--- config.mk ---
export PLATFORM = sky130hd
export DESIGN_NAME = i_wr_fetch_ctrl
export DESIGN_NICKNAME = d
export VERILOG_FILES = /design/src/rtl/i_wr_pkg.sv /design/src/rtl/flex_counter.sv /design/src/rtl/i_wr_fetch_ctrl.sv
export SDC_FILE = /design/constraint.sdc
export NUM_CORES = 1
export LEC_CHECK = 0
export ABC_AREA = 1
export ABC_CLOCK_PERIOD_IN_PS = 2900
export CAP_MARGIN = 25
export CORE_MARGIN = 1.5
export CORE_UTILIZATION = 55
export CTS_CLUSTER_DIAMETER = 100
export DETAILED_ROUTE_END_ITERATION = 12
export PLACE_DENSITY = 0.93
export SYNTH_ARGS = -nofsm -noshare
export SYNTH_HDL_FRONTEND = slang
export SYNTH_SLANG_ARGS = --single-unit
--- constraint.sdc ---
create_clock -name clk -period 2.9 [get_ports clk]
set_input_delay 0.58 -clock clk [delete_from_list [all_inputs] [get_ports clk]]
set_output_delay 0.58 -clock clk [all_outputs]
set_load 0.01 [all_outputs]
--- src/rtl/i_wr_pkg.sv ---
// Shared types and default widths for the image write-path readout controller.
// Contents: readout FSM state encoding; default address, pixel and dimension widths.
// Imported by i_wr_fetch_ctrl; flex_counter is self-contained and does not need it.
package i_wr_pkg;

  localparam int DEF_ADDR_W = 18;  // SRAM word address width
  localparam int DEF_PIX_W  = 24;  // RGB888 pixel / SRAM data width
  localparam int DEF_DIM_W  = 13;  // image width/height field width

  typedef enum logic [2:0] {
    IDLE  = 3'd0,
    ISSUE = 3'd1,
    WAIT  = 3'd2,
    OUT   = 3'd3,
    DONE  = 3'd4
  } state_t;

endpackage

--- src/rtl/flex_counter.sv ---
// Up-counter with synchronous clear and programmable rollover: counts 0..rollover_val, then wraps to 0.
// Ports: clk, n_rst (async active-low), clear, count_enable, rollover_val in; count_out, rollover_flag out.
// rollover_flag is combinational and is high whenever count_out equals rollover_val.
module flex_counter #(
  parameter int NUM_CNT_BITS = 4
) (
  input  logic                    clk,
  input  logic                    n_rst,
  input  logic                    clear,
  input  logic                    count_enable,
  input  logic [NUM_CNT_BITS-1:0] rollover_val,
  output logic [NUM_CNT_BITS-1:0] count_out,
  output logic                    rollover_flag
);

  localparam logic [NUM_CNT_BITS-1:0] CNT_ONE = {{(NUM_CNT_BITS-1){1'b0}}, 1'b1};

  logic [NUM_CNT_BITS-1:0] cnt_q, cnt_d;

  always_comb begin
    cnt_d = cnt_q;
    if (clear) begin
      cnt_d = '0;
    end else if (count_enable) begin
      cnt_d = (cnt_q == rollover_val) ? '0 : cnt_q + CNT_ONE;
    end
  end

  always_ff @(posedge clk or negedge n_rst) begin
    if (!n_rst) begin
      cnt_q <= '0;
    end else begin
      cnt_q <= cnt_d;
    end
  end

  assign count_out     = cnt_q;
  assign rollover_flag = (cnt_q == rollover_val);

endmodule

--- src/rtl/i_wr_fetch_ctrl.sv ---
// Frame readout controller: walks a stored image in SRAM in raster order, one read per pixel,
// and streams each pixel downstream on a valid/ready handshake with eol/eof and col/row tags.
// Ports: start/base_addr/img_width/img_height in; sram_rd_en/sram_addr out, sram_rd_data in;
//        pix_out/pix_valid/eol/eof/col_idx/row_idx out, pix_ready in; busy/done status out.
module i_wr_fetch_ctrl
  import i_wr_pkg::*;
#(
  parameter int ADDR_W = DEF_ADDR_W,
  parameter int PIX_W  = DEF_PIX_W,
  parameter int DIM_W  = DEF_DIM_W
) (
  input  logic              clk,
  input  logic              n_rst,
  input  logic              start,
  input  logic [ADDR_W-1:0] base_addr,
  input  logic [DIM_W-1:0]  img_width,
  input  logic [DIM_W-1:0]  img_height,
  output logic              sram_rd_en,
  output logic [ADDR_W-1:0] sram_addr,
  input  logic [PIX_W-1:0]  sram_rd_data,
  output logic [PIX_W-1:0]  pix_out,
  output logic              pix_valid,
  input  logic              pix_ready,
  output logic              eol,
  output logic              eof,
  output logic [DIM_W-1:0]  col_idx,
  output logic [DIM_W-1:0]  row_idx,
  output logic              busy,
  output logic              done
);

  localparam logic [ADDR_W-1:0] ADDR_ONE = {{(ADDR_W-1){1'b0}}, 1'b1};
  localparam logic [DIM_W-1:0]  DIM_ONE  = {{(DIM_W-1){1'b0}}, 1'b1};

  state_t            state_q, state_d;
  logic [ADDR_W-1:0] addr_q;
  logic [DIM_W-1:0]  width_q, height_q;
  logic [PIX_W-1:0]  pix_q;
  logic              vld_q, eol_q, eof_q;

  logic              start_ok;
  logic              hs;
  logic              last_col, last_row;
  logic [DIM_W-1:0]  col_cnt, row_cnt;

  assign start_ok = (state_q == IDLE) && start;
  assign hs       = (state_q == OUT) && vld_q && pix_ready;

  // Column wraps at width-1 on every accepted pixel; row advances only on the
  // last pixel of a line. Both clear when a frame is accepted.
  flex_counter #(.NUM_CNT_BITS(DIM_W)) u_col_cnt (
    .clk          (clk),
    .n_rst        (n_rst),
    .clear        (start_ok),
    .count_enable (hs),
    .rollover_val (width_q - DIM_ONE),
    .count_out    (col_cnt),
    .rollover_flag(last_col)
  );

  flex_counter #(.NUM_CNT_BITS(DIM_W)) u_row_cnt (
    .clk          (clk),
    .n_rst        (n_rst),
    .clear        (start_ok),
    .count_enable (hs && eol_q),
    .rollover_val (height_q - DIM_ONE),
    .count_out    (row_cnt),
    .rollover_flag(last_row)
  );

  always_comb begin
    state_d = state_q;
    unique case (state_q)
      IDLE: begin
        if (start) begin
          // Degenerate frames skip straight to DONE without touching SRAM.
          state_d = ((img_width == '0) || (img_height == '0)) ? DONE : ISSUE;
        end
      end
      ISSUE: state_d = WAIT;
      WAIT:  state_d = OUT;
      OUT: begin
        if (hs) begin
          state_d = eof_q ? DONE : ISSUE;
        end
      end
      DONE:    state_d = IDLE;
      default: state_d = IDLE;
    endcase
  end

  always_ff @(posedge clk or negedge n_rst) begin
    if (!n_rst) begin
      state_q <= IDLE;
    end else begin
      state_q <= state_d;
    end
  end

  always_ff @(posedge clk or negedge n_rst) begin
    if (!n_rst) begin
      addr_q   <= '0;
      width_q  <= '0;
      height_q <= '0;
      pix_q    <= '0;
      vld_q    <= 1'b0;
      eol_q    <= 1'b0;
      eof_q    <= 1'b0;
    end else begin
      if (start_ok) begin
        addr_q   <= base_addr;
        width_q  <= img_width;
        height_q <= img_height;
      end
      // Read data is valid the cycle after ISSUE, i.e. while in WAIT.
      if (state_q == WAIT) begin
        pix_q <= sram_rd_data;
        vld_q <= 1'b1;
        eol_q <= last_col;
        eof_q <= last_col && last_row;
      end
      if (hs) begin
        vld_q  <= 1'b0;
        eol_q  <= 1'b0;
        eof_q  <= 1'b0;
        addr_q <= addr_q + ADDR_ONE;  // raster order == linear address order
      end
    end
  end

  assign sram_rd_en = (state_q == ISSUE);
  assign sram_addr  = addr_q;
  assign pix_out    = pix_q;
  assign pix_valid  = vld_q;
  assign eol        = eol_q;
  assign eof        = eof_q;
  assign col_idx    = col_cnt;
  assign row_idx    = row_cnt;
  assign busy       = (state_q != IDLE);
  assign done       = (state_q == DONE);

endmodule

==> metrics.log <==
INFO  metric hp-class = in -> async
INFO  metric finalWirelength = roughly 16000 um
INFO  metric vias = between 5000 and 6000
INFO  metric initial_cell_density_of_the_core = roughly 56%
INFO  metric cellPowerDensity = just under 900 mW/mm^2
INFO  metric leakagePower = 3.769 nW
INFO  metric crit_arrival = around 1.8 ns
INFO  metric number_of_sinks_on_the_clock_net = 100
INFO  metric simple_gate_share_of_the_synthesized_area = 38.46%
INFO  metric cts_tree = done
INFO  metric cell_area_synth = 0.006148 sq mm
INFO  metric min_period_over_period = ~80%
INFO  metric synth-seq-cells = 100
INFO  metric detailed_placement_wirelength_estimate = between 10000 and 15000 um
INFO  metric synthDominantAreaCellType = dfrtp_1
INFO  metric grt_util_all_layers = ~28%
INFO  metric cts_repair_resize_count = 0
INFO  metric worst_slew_pin_slew = around 0.73 ns
INFO  metric synth.net_count = 942
INFO  metric xor_xnor_portion_of_the_synthesized_cell_area = 6.125%
INFO  metric worst_ep_required_time = 2.32 ns
INFO  metric floorplan.die_area = between 0.01 and 0.015 sq mm
INFO  metric timing.final.hold_violations = 0
INFO  metric clk_root_buffer_cell = clkbuf_8
INFO  metric grt_first_pass_wirelength = 26290 um
INFO  metric post_synth_top_flop = dfrtp_1
INFO  metric antenna-diode-count = 0
INFO  metric clk_transition_reported_paths = 0.10 ns
INFO  metric route.antenna.remaining_nets = 0
INFO  metric ys_types = between 40 and 50
INFO  metric fin_setup_tns = 0 ns
INFO  metric timing.rr.start = height_q[0]$_DFFE_PN0P_
INFO  metric fmax = between 400 and 500 MHz
INFO  metric status = finished clean
INFO  metric synthesis.yosys.warnings = 0
INFO  metric synthMuxAreaShare = 0%
INFO  metric gp_congestion = around 0.88
INFO  metric number_of_endpoints_failing_setup_at_the_final_stage = 0
INFO  metric place_ws = 0.5329 ns
INFO  metric combinational_family_with_the_most_area_after_synthesis = simple AND/OR/NAND/NOR gates
INFO  metric setup.reg_to_reg.worst_slack = 0.83 ns
INFO  metric post_synth_main_area_contributors = dfrtp_1 41%, nand2_1 21%, inv_1 5.0%
INFO  metric avgRoutedWirePerCell = ~14 um
INFO  metric setup_repair_after_global_routing_missed_its_margin = no
INFO  metric vias_per_cell = ~5.2
INFO  metric grt.overflow.total = 0
INFO  metric chipHeight = between 100 and 150 um
INFO  metric synth-adder-area-share = between 1 and 1.5%
INFO  metric drt_pre_antenna_iters = 5
INFO  metric final.setup.worst_slack = between 0.5 and 0.6 ns
INFO  metric timing.rr.end = u_row_cnt.count_out[1]$_DFFE_PN0P_
INFO  metric post-synth-top-area-fraction = 40.70%
INFO  metric portBuffers = about 150
INFO  metric grt_start_max_net_pins = 54
INFO  metric ir_drop = between 0.6 and 0.7 mV
INFO  metric postSynthCellCount = around 870
INFO  metric design.final.nets = 1079
INFO  metric core.rowCount = 38
INFO  metric grt_pass1_vias = 5559
INFO  metric yosys-top-cells-count = 338 x nand2_1, 100 x dfrtp_1, 82 x inv_1, 67 x nor2_1, 51 x nand3_1
INFO  metric max_slew_margin = 51.02%
INFO  metric finalCriticalPeriod = approximately 2.4 ns
INFO  metric reg2regPathDepth = 11
INFO  metric finalClockSkew = approximately 0.013 ns
INFO  metric floorplan.io_pins = approximately 150
INFO  metric postCtsHoldBufs = 0
INFO  metric worstSetupPathType = reg -> out
INFO  metric synth-edff-count = 0
INFO  metric syn_to_final_growth = 28.82%
INFO  metric cts_setup_buffers = 0
INFO  metric violation_count_after_the_first_detailed_route_iteration = about 400
INFO  metric post_synth.cell_area_avg = 7.108 sq um
INFO  metric yosysMostFrequentCell = nand2_1
INFO  metric timing.max_cap.violations = 0
INFO  metric worstSetupEndpointType = output pin
INFO  metric design.core.area = between 0.01 and 0.015 sq mm
INFO  metric cts-root-to-sink-buffers = 2
INFO  metric die_width = 108.7 um
INFO  metric insertion_delay = around 0.38 ns
INFO  metric antenna_found_initial = 0
INFO  metric detail_route.drc_violations = 0
INFO  metric seq_area_frac_synth = roughly 41%
INFO  metric finalMaxSlewViolations = 0
INFO  metric worstSetupStartpointType = register
INFO  metric critical_path.max_fanout = 5
INFO  metric numCtsBuffers = 9
INFO  metric postSynth.asyncResetShare = between 90% and 100%
INFO  metric post_route_cells_drive_above_1_share = 7.249%
INFO  metric synth_compound_area_share = 6.390%
INFO  metric h_tree_levels = 3
## power by group
part	total [W]	leakage, nW	internal (W)	switching (W)
clock network	0.000935	0.0988	0.000409	0.000526
registers	0.00247	1.28	0.00191	0.000560
logic	0.00363	2.39	0.00156	0.00207
## through the flow
step | power (W) | instance area, sq um | utilization (%) | std cells | hold WS [ns]
after CTS | 0.007026 | 7920 | 72.74 | 1147 | 0.2299
after global placement | 0.005951 | 7721 | 70.91 | 1131 | 0.4530
after global routing | 0.007607 | 7920 | 72.74 | 1147 | 0.2449
after detailed placement | 0.006073 | 7721 | 70.91 | 1131 | 0.4570
final | 0.007029 | 7920 | 72.74 | 1147 | 0.2047
after floorplan | 0.004728 | 6148 | - | 865 | 0.2844
## layer usage
layer  routed length (um)  GRT usage [%]  share of wire [%]
met3                 1183          6.216                7.4
met2                 7691          45.91                 48
met1                 6936          38.20                 43
met5                    0              0                  0
met4                  276          7.613                1.7
## cells in the final DEF, fill, tap and decap left out, drive strengths merged, types with 14 or more instances in the layout
cell type	count
nand2	351
clkdlybuf4s50	144
dfrtp	100
nor2	90
inv	89
nand3	56
o21ai	41
xor2	28
xnor2	15
nor3	14
## worst max-delay path by stage
stage,from,end,cells after the start
2_1_floorplan,height_q[0]$_DFFE_PN0P_,u_row_cnt.count_out[1]$_DFFE_PN0P_,11
5_1_grt,state_q[0]$_DFFE_PN0P_,busy,3
6_report,state_q[0]$_DFFE_PN0P_,busy,3
4_1_cts,state_q[0]$_DFFE_PN0P_,busy,3
3_3_place_gp,pix_ready,sram_addr[14]$_DFFE_PN0P_,9
3_5_place_dp,pix_ready,sram_addr[14]$_DFFE_PN0P_,9
## registers in the layout (all words and copies together) (netlist names)
| name | flops |
|---|---|
| width_q | 13 |
| u_col_cnt.count_out | 13 |
| pix_valid | 1 |
| u_row_cnt.count_out | 13 |
| eof | 1 |
| eol | 1 |
| state_q | 3 |
| pix_out | 24 |
| height_q | 13 |
| sram_addr | 18 |
## cell families (layout without fill, tap and decap cells)
kind of cell | count (synthesis) | after routing
AND/OR/NAND/NOR | 537 | 537
buffers and inverters | 112 | 254
flip-flops | 100 | 100
AO/OA/AOI/OAI | 68 | 68
XOR/XNOR | 43 | 43
adder cells (fa/ha/maj) | 5 | 5
## cell type report
type                       count  area (sq um)
multi-input combinational    653          3202
fill                         811          2968
sequential                   100          2502
timing repair buffer         150          1511
inverter                      88         330.3
tap                          140         175.2
clock buffer                  10         127.6
clock inverter                 6         71.32
## worst max-delay path, stage by stage (launching register included)
cell	delay, ns
dfrtp_1	0.46
nor3_2	0.32
inv_1	0.14
clkdlybuf4s50_1	0.50
Power figures use the tool's default switching activity.
